File: src/rtl/fb_write_arbiter_if.sv
// Pixel-write bus between three requesters, the arbiter and the framebuffer.
// The slave side is the arbiter; the master side drives requests and FB_READY.
interface fb_write_arbiter_if;
    logic       REQ0_VALID, REQ1_VALID, REQ2_VALID;
    logic       REQ0_READY, REQ1_READY, REQ2_READY;
    logic [7:0] REQ0_X, REQ0_Y, REQ1_X, REQ1_Y, REQ2_X, REQ2_Y;
    logic [2:0] REQ0_R, REQ0_G, REQ0_B;
    logic [2:0] REQ1_R, REQ1_G, REQ1_B;
    logic [2:0] REQ2_R, REQ2_G, REQ2_B;
    logic       FB_READY;
    logic [7:0] X, Y;
    logic [2:0] R, G, B;
    logic       WE;
    logic [1:0] OWNER;
    logic [15:0] CLIP_CNT;

    modport slave (
        input  REQ0_VALID, REQ1_VALID, REQ2_VALID,
        input  REQ0_X, REQ0_Y, REQ1_X, REQ1_Y, REQ2_X, REQ2_Y,
        input  REQ0_R, REQ0_G, REQ0_B,
        input  REQ1_R, REQ1_G, REQ1_B,
        input  REQ2_R, REQ2_G, REQ2_B,
        input  FB_READY,
        output REQ0_READY, REQ1_READY, REQ2_READY,
        output X, Y, R, G, B, WE, OWNER, CLIP_CNT
    );

    modport master (
        output REQ0_VALID, REQ1_VALID, REQ2_VALID,
        output REQ0_X, REQ0_Y, REQ1_X, REQ1_Y, REQ2_X, REQ2_Y,
        output REQ0_R, REQ0_G, REQ0_B,
        output REQ1_R, REQ1_G, REQ1_B,
        output REQ2_R, REQ2_G, REQ2_B,
        output FB_READY,
        input  REQ0_READY, REQ1_READY, REQ2_READY,
        input  X, Y, R, G, B, WE, OWNER, CLIP_CNT
    );
endinterface

File: src/rtl/fb_write_arbiter.sv
// Three-way round-robin burst arbiter feeding one registered framebuffer write port.
// Optional clip window enabled by defining FB_ARB_CLIP_EN.
module fb_write_arbiter #(
    parameter int BURST_LEN = 16,
    parameter int CLIP_X0   = 0,
    parameter int CLIP_X1   = 255,
    parameter int CLIP_Y0   = 0,
    parameter int CLIP_Y1   = 255
) (
    input logic              CLK,
    input logic              NRST,
    fb_write_arbiter_if.slave bus
);
    localparam logic [0:0] ARB  = 1'b0;
    localparam logic [0:0] HOLD = 1'b1;

    if (BURST_LEN < 1 || BURST_LEN > 255) begin : g_bad_burst
        $error("fb_write_arbiter: BURST_LEN must be 1..255");
    end
    if (CLIP_X0 < 0 || CLIP_X1 > 255 || CLIP_X0 > CLIP_X1 ||
        CLIP_Y0 < 0 || CLIP_Y1 > 255 || CLIP_Y0 > CLIP_Y1) begin : g_bad_clip
        $error("fb_write_arbiter: clip window out of range");
    end

    logic [0:0] state_q, state_d;
    logic [1:0] ptr_q, ptr_d;
    logic [1:0] owner_q, owner_d;
    logic [7:0] cnt_q, cnt_d;
    logic [7:0] x_q, x_d, y_q, y_d;
    logic [2:0] r_q, r_d, g_q, g_d, b_q, b_d;
    logic       we_q, we_d;

    logic [2:0] vld;
    logic       slot_free;
    logic [1:0] c0, c1, c2;
    logic [1:0] win;
    logic       win_ok;
    logic       own_vld;
    logic [2:0] gnt;
    logic       xfer;
    logic [1:0] gidx;
    logic [7:0] px_x, px_y;
    logic [2:0] px_r, px_g, px_b;
    logic       px_keep;

    function automatic logic [1:0] inc3(input logic [1:0] i);
        return (i == 2'd2) ? 2'd0 : i + 2'd1;
    endfunction

    assign vld       = {bus.REQ2_VALID, bus.REQ1_VALID, bus.REQ0_VALID};
    assign slot_free = !we_q || bus.FB_READY;
    assign c0        = ptr_q;
    assign c1        = inc3(c0);
    assign c2        = inc3(c1);
    assign own_vld   = vld[owner_q];

    // Round-robin search starting at ptr_q.
    always_comb begin
        win    = c0;
        win_ok = 1'b1;
        if (vld[c0])      win = c0;
        else if (vld[c1]) win = c1;
        else if (vld[c2]) win = c2;
        else              win_ok = 1'b0;
    end

    always_comb begin
        gnt = 3'b000;
        if (NRST && slot_free) begin
            unique case (state_q)
                ARB:     if (win_ok)  gnt = 3'b001 << win;
                HOLD:    if (own_vld) gnt = 3'b001 << owner_q;
                default: gnt = 3'b000;
            endcase
        end
    end

    assign xfer = |gnt;
    assign gidx = (state_q == HOLD) ? owner_q : win;

    always_comb begin
        unique case (gidx)
            2'd0: begin
                px_x = bus.REQ0_X; px_y = bus.REQ0_Y;
                px_r = bus.REQ0_R; px_g = bus.REQ0_G; px_b = bus.REQ0_B;
            end
            2'd1: begin
                px_x = bus.REQ1_X; px_y = bus.REQ1_Y;
                px_r = bus.REQ1_R; px_g = bus.REQ1_G; px_b = bus.REQ1_B;
            end
            default: begin
                px_x = bus.REQ2_X; px_y = bus.REQ2_Y;
                px_r = bus.REQ2_R; px_g = bus.REQ2_G; px_b = bus.REQ2_B;
            end
        endcase
    end

`ifdef FB_ARB_CLIP_EN
    logic [15:0] clip_q, clip_d;
    int          xi, yi;

    always_comb begin
        xi      = int'(px_x);
        yi      = int'(px_y);
        px_keep = (xi >= CLIP_X0) && (xi <= CLIP_X1) &&
                  (yi >= CLIP_Y0) && (yi <= CLIP_Y1);
        clip_d  = clip_q;
        if (xfer && !px_keep && clip_q != 16'hFFFF)
            clip_d = clip_q + 16'd1;
    end

    always_ff @(posedge CLK) begin
        if (!NRST) clip_q <= '0;
        else       clip_q <= clip_d;
    end

    assign bus.CLIP_CNT = clip_q;
`else
    assign px_keep      = 1'b1;
    assign bus.CLIP_CNT = '0;
`endif

    always_comb begin
        state_d = state_q;
        ptr_d   = ptr_q;
        owner_d = owner_q;
        cnt_d   = cnt_q;
        unique case (state_q)
            ARB: begin
                if (xfer) begin
                    owner_d = win;
                    cnt_d   = 8'd1;
                    if (BURST_LEN > 1) state_d = HOLD;
                    else               ptr_d   = inc3(win);
                end
            end
            HOLD: begin
                if (xfer) begin
                    cnt_d = cnt_q + 8'd1;
                    if (cnt_q + 8'd1 == 8'(BURST_LEN)) begin
                        state_d = ARB;
                        ptr_d   = inc3(owner_q);
                    end
                end else if (!own_vld) begin
                    state_d = ARB;
                    ptr_d   = inc3(owner_q);
                end
            end
            default: state_d = ARB;
        endcase
    end

    // Output register: load on transfer, drain when the slot frees up.
    always_comb begin
        x_d  = x_q;
        y_d  = y_q;
        r_d  = r_q;
        g_d  = g_q;
        b_d  = b_q;
        we_d = we_q;
        if (xfer) begin
            x_d  = px_x;
            y_d  = px_y;
            r_d  = px_r;
            g_d  = px_g;
            b_d  = px_b;
            we_d = px_keep;
        end else if (slot_free) begin
            we_d = 1'b0;
        end
    end

    always_ff @(posedge CLK) begin
        if (!NRST) begin
            state_q <= ARB;
            ptr_q   <= '0;
            owner_q <= '0;
            cnt_q   <= '0;
            x_q     <= '0;
            y_q     <= '0;
            r_q     <= '0;
            g_q     <= '0;
            b_q     <= '0;
            we_q    <= 1'b0;
        end else begin
            state_q <= state_d;
            ptr_q   <= ptr_d;
            owner_q <= owner_d;
            cnt_q   <= cnt_d;
            x_q     <= x_d;
            y_q     <= y_d;
            r_q     <= r_d;
            g_q     <= g_d;
            b_q     <= b_d;
            we_q    <= we_d;
        end
    end

    assign bus.REQ0_READY = gnt[0];
    assign bus.REQ1_READY = gnt[1];
    assign bus.REQ2_READY = gnt[2];
    assign bus.X          = x_q;
    assign bus.Y          = y_q;
    assign bus.R          = r_q;
    assign bus.G          = g_q;
    assign bus.B          = b_q;
    assign bus.WE         = we_q;
    assign bus.OWNER      = owner_q;
endmodule

File: src/flat_wrapper.sv
// flat-port wrapper written by rule: the top's interface ports become plain ports
module fb_write_arbiter_flat 
#(
    parameter int BURST_LEN = 16,
    parameter int CLIP_X0   = 0,
    parameter int CLIP_X1   = 255,
    parameter int CLIP_Y0   = 0,
    parameter int CLIP_Y1   = 255
)
  (CLK, NRST, bus_REQ0_VALID, bus_REQ1_VALID, bus_REQ2_VALID, bus_REQ0_X, bus_REQ0_Y, bus_REQ1_X, bus_REQ1_Y, bus_REQ2_X, bus_REQ2_Y, bus_REQ0_R, bus_REQ0_G, bus_REQ0_B, bus_REQ1_R, bus_REQ1_G, bus_REQ1_B, bus_REQ2_R, bus_REQ2_G, bus_REQ2_B, bus_FB_READY, bus_REQ0_READY, bus_REQ1_READY, bus_REQ2_READY, bus_X, bus_Y, bus_R, bus_G, bus_B, bus_WE, bus_OWNER, bus_CLIP_CNT);
  fb_write_arbiter_if bus_i ();
  input logic CLK;
  input logic NRST;
  input wire logic [$bits(bus_i.REQ0_VALID)-1:0] bus_REQ0_VALID;
  input wire logic [$bits(bus_i.REQ1_VALID)-1:0] bus_REQ1_VALID;
  input wire logic [$bits(bus_i.REQ2_VALID)-1:0] bus_REQ2_VALID;
  input wire logic [$bits(bus_i.REQ0_X)-1:0] bus_REQ0_X;
  input wire logic [$bits(bus_i.REQ0_Y)-1:0] bus_REQ0_Y;
  input wire logic [$bits(bus_i.REQ1_X)-1:0] bus_REQ1_X;
  input wire logic [$bits(bus_i.REQ1_Y)-1:0] bus_REQ1_Y;
  input wire logic [$bits(bus_i.REQ2_X)-1:0] bus_REQ2_X;
  input wire logic [$bits(bus_i.REQ2_Y)-1:0] bus_REQ2_Y;
  input wire logic [$bits(bus_i.REQ0_R)-1:0] bus_REQ0_R;
  input wire logic [$bits(bus_i.REQ0_G)-1:0] bus_REQ0_G;
  input wire logic [$bits(bus_i.REQ0_B)-1:0] bus_REQ0_B;
  input wire logic [$bits(bus_i.REQ1_R)-1:0] bus_REQ1_R;
  input wire logic [$bits(bus_i.REQ1_G)-1:0] bus_REQ1_G;
  input wire logic [$bits(bus_i.REQ1_B)-1:0] bus_REQ1_B;
  input wire logic [$bits(bus_i.REQ2_R)-1:0] bus_REQ2_R;
  input wire logic [$bits(bus_i.REQ2_G)-1:0] bus_REQ2_G;
  input wire logic [$bits(bus_i.REQ2_B)-1:0] bus_REQ2_B;
  input wire logic [$bits(bus_i.FB_READY)-1:0] bus_FB_READY;
  output wire logic [$bits(bus_i.REQ0_READY)-1:0] bus_REQ0_READY;
  output wire logic [$bits(bus_i.REQ1_READY)-1:0] bus_REQ1_READY;
  output wire logic [$bits(bus_i.REQ2_READY)-1:0] bus_REQ2_READY;
  output wire logic [$bits(bus_i.X)-1:0] bus_X;
  output wire logic [$bits(bus_i.Y)-1:0] bus_Y;
  output wire logic [$bits(bus_i.R)-1:0] bus_R;
  output wire logic [$bits(bus_i.G)-1:0] bus_G;
  output wire logic [$bits(bus_i.B)-1:0] bus_B;
  output wire logic [$bits(bus_i.WE)-1:0] bus_WE;
  output wire logic [$bits(bus_i.OWNER)-1:0] bus_OWNER;
  output wire logic [$bits(bus_i.CLIP_CNT)-1:0] bus_CLIP_CNT;
  assign bus_i.REQ0_VALID = bus_REQ0_VALID;
  assign bus_i.REQ1_VALID = bus_REQ1_VALID;
  assign bus_i.REQ2_VALID = bus_REQ2_VALID;
  assign bus_i.REQ0_X = bus_REQ0_X;
  assign bus_i.REQ0_Y = bus_REQ0_Y;
  assign bus_i.REQ1_X = bus_REQ1_X;
  assign bus_i.REQ1_Y = bus_REQ1_Y;
  assign bus_i.REQ2_X = bus_REQ2_X;
  assign bus_i.REQ2_Y = bus_REQ2_Y;
  assign bus_i.REQ0_R = bus_REQ0_R;
  assign bus_i.REQ0_G = bus_REQ0_G;
  assign bus_i.REQ0_B = bus_REQ0_B;
  assign bus_i.REQ1_R = bus_REQ1_R;
  assign bus_i.REQ1_G = bus_REQ1_G;
  assign bus_i.REQ1_B = bus_REQ1_B;
  assign bus_i.REQ2_R = bus_REQ2_R;
  assign bus_i.REQ2_G = bus_REQ2_G;
  assign bus_i.REQ2_B = bus_REQ2_B;
  assign bus_i.FB_READY = bus_FB_READY;
  assign bus_REQ0_READY = bus_i.REQ0_READY;
  assign bus_REQ1_READY = bus_i.REQ1_READY;
  assign bus_REQ2_READY = bus_i.REQ2_READY;
  assign bus_X = bus_i.X;
  assign bus_Y = bus_i.Y;
  assign bus_R = bus_i.R;
  assign bus_G = bus_i.G;
  assign bus_B = bus_i.B;
  assign bus_WE = bus_i.WE;
  assign bus_OWNER = bus_i.OWNER;
  assign bus_CLIP_CNT = bus_i.CLIP_CNT;
  fb_write_arbiter #(.BURST_LEN(BURST_LEN), .CLIP_X0(CLIP_X0), .CLIP_X1(CLIP_X1), .CLIP_Y0(CLIP_Y0), .CLIP_Y1(CLIP_Y1)) u_core (.CLK(CLK), .NRST(NRST), .bus(bus_i));
endmodule
File: config.mk
export PLATFORM = sky130hd
export DESIGN_NAME = fb_write_arbiter_flat
export DESIGN_NICKNAME = d
export VERILOG_FILES = /design/src/rtl/fb_write_arbiter_if.sv /design/src/rtl/fb_write_arbiter.sv /design/src/flat_wrapper.sv
export SDC_FILE = /design/constraint.sdc
export NUM_CORES = 1
export LEC_CHECK = 0
export CAP_MARGIN = 20
export CORE_MARGIN = 2
export CORE_UTILIZATION = 35
export DETAILED_ROUTE_END_ITERATION = 6
export GPL_ROUTABILITY_DRIVEN = 0
export GPL_TIMING_DRIVEN = 0
export PLACE_DENSITY = 0.84
export SYNTH_ARGS = -nofsm -noshare
export SYNTH_HDL_FRONTEND = slang
export SYNTH_SLANG_ARGS = --single-unit
File: constraint.sdc
create_clock -name CLK -period 1.9 [get_ports CLK]
set_clock_uncertainty 0.05 [all_clocks]
set_input_delay 0.285 -clock CLK [delete_from_list [all_inputs] [get_ports CLK]]
set_output_delay 0.285 -clock CLK [all_outputs]
set_load 0.1 [all_outputs]
; ---- Word-level counts from Yosys, hierarchy flattened
; Index checks and enable logic that the tools add are counted.
[totals]
memories = 0
input_bits = 81
latchBits = 0
romBits = 0
out_inout_bits = 47
elab_cells = 80
register_bits = 39
ramBits = 0
[classes]
multipliers = 0
eq_ne = 9
addsub = 4
bitwise_logic = 1
n_div = 0
n_shift = 2
n_lt_le_gt_ge = 4
n_mux = 41
reduce_logical = 9
[op_table]
columns = operator, count
row1 = $pmux W8 S2, 3
row2 = $pmux W3 S2, 4
row3 = $mux W2, 11
row4 = $mux W8, 2
row5 = $mux W1, 13
row6 = $lt A2 B3 Y1 const B, 4
row7 = $mux W3, 3
row8 = $add A8 B1 Y8 const B, 1
row9 = $bmux W1 S2, 4
row10 = $eq A8 B5 Y1 const B, 1
row11 = $add A2 B1 Y2 const B, 3
row12 = $eq A2 B2 Y1 const B, 3
row13 = $ne A3 B3 Y1 const B, 2
row14 = $shl A1 B2 Y3 const A, 2
row15 = $reduce_and A2 Y1, 2
row16 = $reduce_and A3 Y1, 1
row17 = $reduce_or A3 Y1, 1
row18 = $eq A2 B1 Y1 const B, 1
row19 = $logic_not A2 Y1, 1
row20 = $ne A2 B1 Y1 const B, 1
row21 = $ne A2 B2 Y1 const B, 1
row22 = $pmux W1 S2, 1
row23 = $reduce_bool A2 Y1, 1
row24 = $logic_and A1 B1 Y1, 1
row25 = 3 further kinds, 3

; ---- Depth between registers and ports, before layout
[depth]
depth_word = 16
depth_mapped = 9
depth_no_buf = 7

; ---- Worst setup path before layout
; OpenSTA, ideal clock, no wires.
[synth_path]
path_kind = register -> output
start = register u_core.owner_q[1], in the netlist u_core.bus.OWNER[1]
end = output port bus_REQ2_READY
path_stages_with_launch = 3
slack_ns = -1.184
arrival_ns = 2.749
n_path_buf = 0
t_required_ns = 1.565
cell_sequence = dfxtp_1 nand3_1 a21oi_1
[synth_via]
elab_chain_cells = 5
word_cells_on_any_way = 6
classes_between = shift: 1 / mux: 5
[synth_rtl]
columns = element, line
row1 = "start, declared", fb_write_arbiter.sv:27  ; logic [1:0] owner_q, owner_d;
row2 = "start signal, assigned", fb_write_arbiter.sv:188  ; owner_q <= owner_d;
row3 = $bmux W1 S2, fb_write_arbiter.sv:55  ; assign own_vld = vld[owner_q];
row4 = $mux W1 (not written as such), fb_write_arbiter.sv:55
row5 = $mux W3 (*), fb_write_arbiter.sv:72  ; HOLD: if (own_vld) gnt = 3'b001 << owner_q;
row6 = $pmux W3 S2 (*), fb_write_arbiter.sv:70  ; unique case (state_q)
row7 = $mux W3 (*), fb_write_arbiter.sv:69  ; if (NRST && slot_free) begin
row8 = "end, declared", flat_wrapper.sv:35  ; output wire logic [$bits(bus_i.REQ2_READY)-1:0] bus_REQ2_READY;
; Every way passes the cells marked *; elsewhere a longest branch is shown, timed or not. The select of a mux whose other input is x is not followed.

; ---- Worst setup path in the final report
[layout_path]
start = register u_core.ptr_q[0], in the netlist u_core.c0[0]
end = output port bus_REQ2_READY
[layout_via]
elab_chain_cells = 13
word_cells_on_any_way = 22
classes_between = add/sub: 2 / eq/ne: 2 / shift: 1 / mux: 17
[layout_rtl]
columns = element, line
row1 = "start, declared", fb_write_arbiter.sv:26  ; logic [1:0] ptr_q, ptr_d;
row2 = "start signal, assigned", fb_write_arbiter.sv:187  ; ptr_q <= ptr_d;
row3 = $add A2 B1 Y2 / $eq A2 B2 Y1 (equally long branches), fb_write_arbiter.sv:47  ; return (i == 2'd2) ? 2'd0 : i + 2'd1;
row4 = $mux W2, fb_write_arbiter.sv:47
row5 = $add A2 B1 Y2 / $eq A2 B2 Y1 (equally long branches), fb_write_arbiter.sv:47
row6 = $mux W2, fb_write_arbiter.sv:47
row7 = $bmux W1 S2, fb_write_arbiter.sv:63  ; else if (vld[c2]) win = c2;
row8 = $mux W1 (not written as such), fb_write_arbiter.sv:63
row9 = $mux W2, fb_write_arbiter.sv:63
row10 = $mux W2, fb_write_arbiter.sv:62  ; else if (vld[c1]) win = c1;
row11 = $mux W2, fb_write_arbiter.sv:61  ; if (vld[c0]) win = c0;
row12 = $shl A1 B2 Y3, fb_write_arbiter.sv:71  ; ARB: if (win_ok) gnt = 3'b001 << win;
row13 = $mux W3 (*), fb_write_arbiter.sv:71
row14 = $pmux W3 S2 (*), fb_write_arbiter.sv:70
row15 = $mux W3 (*), fb_write_arbiter.sv:69
; Marked as above.

==> flow_summary.yaml <==
outcome:
  status: "finished with violations"
  violations: "negative setup slack"
synthesis:
  synth.area.top_cells: "dfxtp_1 (33%), a222oi_1 (11%), a21oi_1 (8.4%), buf_4 (6.1%), o21ai_0 (5.8%)"
  synth.largest_area_cell: "dfxtp_1"
  syn_area_sq_mm: 0.002331
  syn_area_per_cell_sq_um: 8.415
  synth_top_area_share_pct: 33.49
  yosysSeqAreaShare_pct: 33.49
  synth_cell_type_count: 51
  synth_ff_type: "dfxtp_1"
  synth_edf_count: 0
  netlist_instances: 277
  synth_warnings: 0
  synth-async-reset-ratio_pct: 0
  ys_ff_latch: 39
drt:
  avgRoutedWirePerCell_um: 18.64
  vias: 2972
  vias_per_cell: 5.715
  totalWireLength_mm: 9.691
  drtIter0Drc: 222
  drc: 0
  drtAntennaViolNets: 0
  dr_wl_met3_um: 912
  wl_met1_mm: 3.411
  wl_met2_mm: 5.142
  highest_layer: "met4"
  drt_pass1_iterations: 7
layout:
  stdcell_area_sq_mm: 0.004552
  syn_to_final_growth_pct: 95.28
  final_cell_mix: "clkdlybuf4s50_1 (77), buf_4 (42), dfxtp_1 (33), a222oi_1 (25), a21oi_2 (23)"
  diodes: 0
  layout.nets: 526
  drive_above_1_share_pct: 41.99
  final_common_cell: "clkdlybuf4s50_1"
placed_design:
  place_ws_ns: -1.315
  placed_cell_area_sq_mm: 0.003631
  port_buffers: 110
  dp_hpwl_mm: 5.776
critical_path:
  cp.arrival_ns: 1.70
  cp_max_fo: 7
  cpMaxStageDelayCell: "dfxtp_4"
  crit_family: "compound AO/OA/AOI/OAI gates"
  crit_buf_inv: 1
  cp-start-kind: "flip-flop"
  critPathMaxStageDelay_ns: 0.40
  required_ns: 1.56
  critPathCaptureType: "primary output"
  criticalPathCategory: "flip-flop to primary output"
  critical_path.cell_chain: "nor2b_4 -> o31a_1 -> or2_4 -> a21oi_4 -> buf_12"
sta:
  hold_ws_ns: 0.4828
  min_period_ns: 2.036
  setup-tns-final_ns: -1.495
  max_slew_margin_pct: 34.81
  slew_viol_final: 0
  fin_crit_sh_pct: 107.2
  hold_viol: 0
  fin_ws_ns: -0.1363
  worst_pin_slew_ns: 0.9818
  rsz0062_at_grt: "yes"
  finalSetupViolCount: 24
  fmax_ghz: 0.4911
global_routing:
  grt_usage_pct: 24.95
  grt_antenna_before_repair: 0
  grt_pass1_vias: 2993
  grt_pass1_wl_mm: 14.52
  grt_max_degree: 13
  globalRoute.totalOverflow: 0
worst_hold_path:
  min_path_type: "flip-flop to flip-flop"
cts:
  cts_buffers: 5
  cts_tree: "built"
  insertion_delay_ns: 0.29
  htree_levels: 2
  clockBufferDepth: 2
  cts_root_buffer: "clkbuf_8"
  cts.clk_slew.worst_paths_ns: 0.08
  cts_sinks: 39
power:
  irDropWorstVdd_uv: 595.3
  p_per_area_mw_per_mm2: 812.2
  p_total_mw: 3.697
  p_leak_nw: 1.809
die:
  io_pins: 128
  die_w_um: 85.61
  start_util_pct: 36.50
  die_y_um: 85.61
  rows: 29
  die_area_sq_mm: 0.007329
  coreArea_sq_mm: 0.006386
flow_run:
  cap_viol_max_count: 0
## tightest hold or removal path, stage by stage (launching register included)
cell     delay, ns
dfxtp_1       0.35
o21ai_2       0.07
a21oi_2       0.08
## cell type report
type	instances	area [sq um]
tap	77	96.34
clock buffer	5	68.82
sequential	39	798.3
buffer	37	361.6
timing repair buffer	146	1421
clock inverter	2	36.28
inverter	7	26.28
multi-input combinational	207	1743
fill	461	1834
## path summary, 6_finish.rpt
check,endpoint,startpoint,depth (start not counted),slack (ns)
setup / recovery,bus_REQ2_READY,u_core.c0[0],5,-0.14
hold / removal,u_core.bus.X[0],u_core.bus.X[0],2,0.48
setup reg to reg,u_core.bus.G[0],u_core.c0[0],10,-0.11
hold reg to reg,u_core.bus.X[0],u_core.bus.X[0],2,0.48
## sequential cells by signal (all words and copies together) (netlist names)
| name | flops |
|---|---|
| u_core.bus.B | 3 |
| u_core.c0 | 2 |
| u_core.bus.X | 8 |
| u_core.bus.WE | 1 |
| u_core.cnt_q | 8 |
| u_core.bus.R | 3 |
| u_core.bus.Y | 8 |
| u_core.state_q | 1 |
| u_core.bus.OWNER | 2 |
| u_core.bus.G | 3 |
## per-stage QoR
| step | cells | util, % |
|---|---|---|
| after floorplan | 292 | - |
| after global placement | 479 | 56.86 |
| after detailed placement | 479 | 56.86 |
| after CTS | 501 | 66.97 |
| after global routing | 520 | 71.28 |
| final | 520 | 71.28 |
## report_power, final
group / total (mW) / internal, mW / switching, mW
sequential: 0.974 / 0.898 / 0.0755
clock: 0.694 / 0.385 / 0.309
combinational: 2.03 / 0.743 / 1.29
total: 3.70 / 2.03 / 1.67
## layer usage
layer  vias to the layer above  track usage [%]
met5                         -                0
li1                       1366                -
met2                       173            45.17
met3                        22            6.833
met4                         0            7.792
met1                      1411            28.39
## kinds of logic (layout without fill, tap and decap cells)
logic type	Yosys count	in the layout	synth area share [%]
multiplexers	5	5	2.737
other	1	16	0.1609
XOR/XNOR	1	1	0.3758
buffers and inverters	46	197	12.51
AO/OA/AOI/OAI	122	122	35.86
AND/OR/NAND/NOR	61	61	13.80
adder cells (fa/ha/maj)	2	2	1.073
flip-flops	39	39	33.49
## timing repair
item / 4_1_cts / 5_1_grt
resized for setup: 165 / 84
gates cloned: 5 / 2
hold buffers: 0 / 0
setup endpoints to repair: 68 / 56
buffers inserted: 11 / 19
pin swaps: 20 / 21
## cell usage after synthesis (all sizes together) (3+ instances only)
master  count
a21oi      39
dfxtp      39
o21ai      33
buf        32
a222oi     25
nand2      18
nor2       12
nand3       9
clkbuf      7
inv         7
o22ai       5
mux2i       4
nor3        4
or2         4
nand2b      3
nor2b       3
o21a        3
o32ai       3
Power figures use the tool's default switching activity.
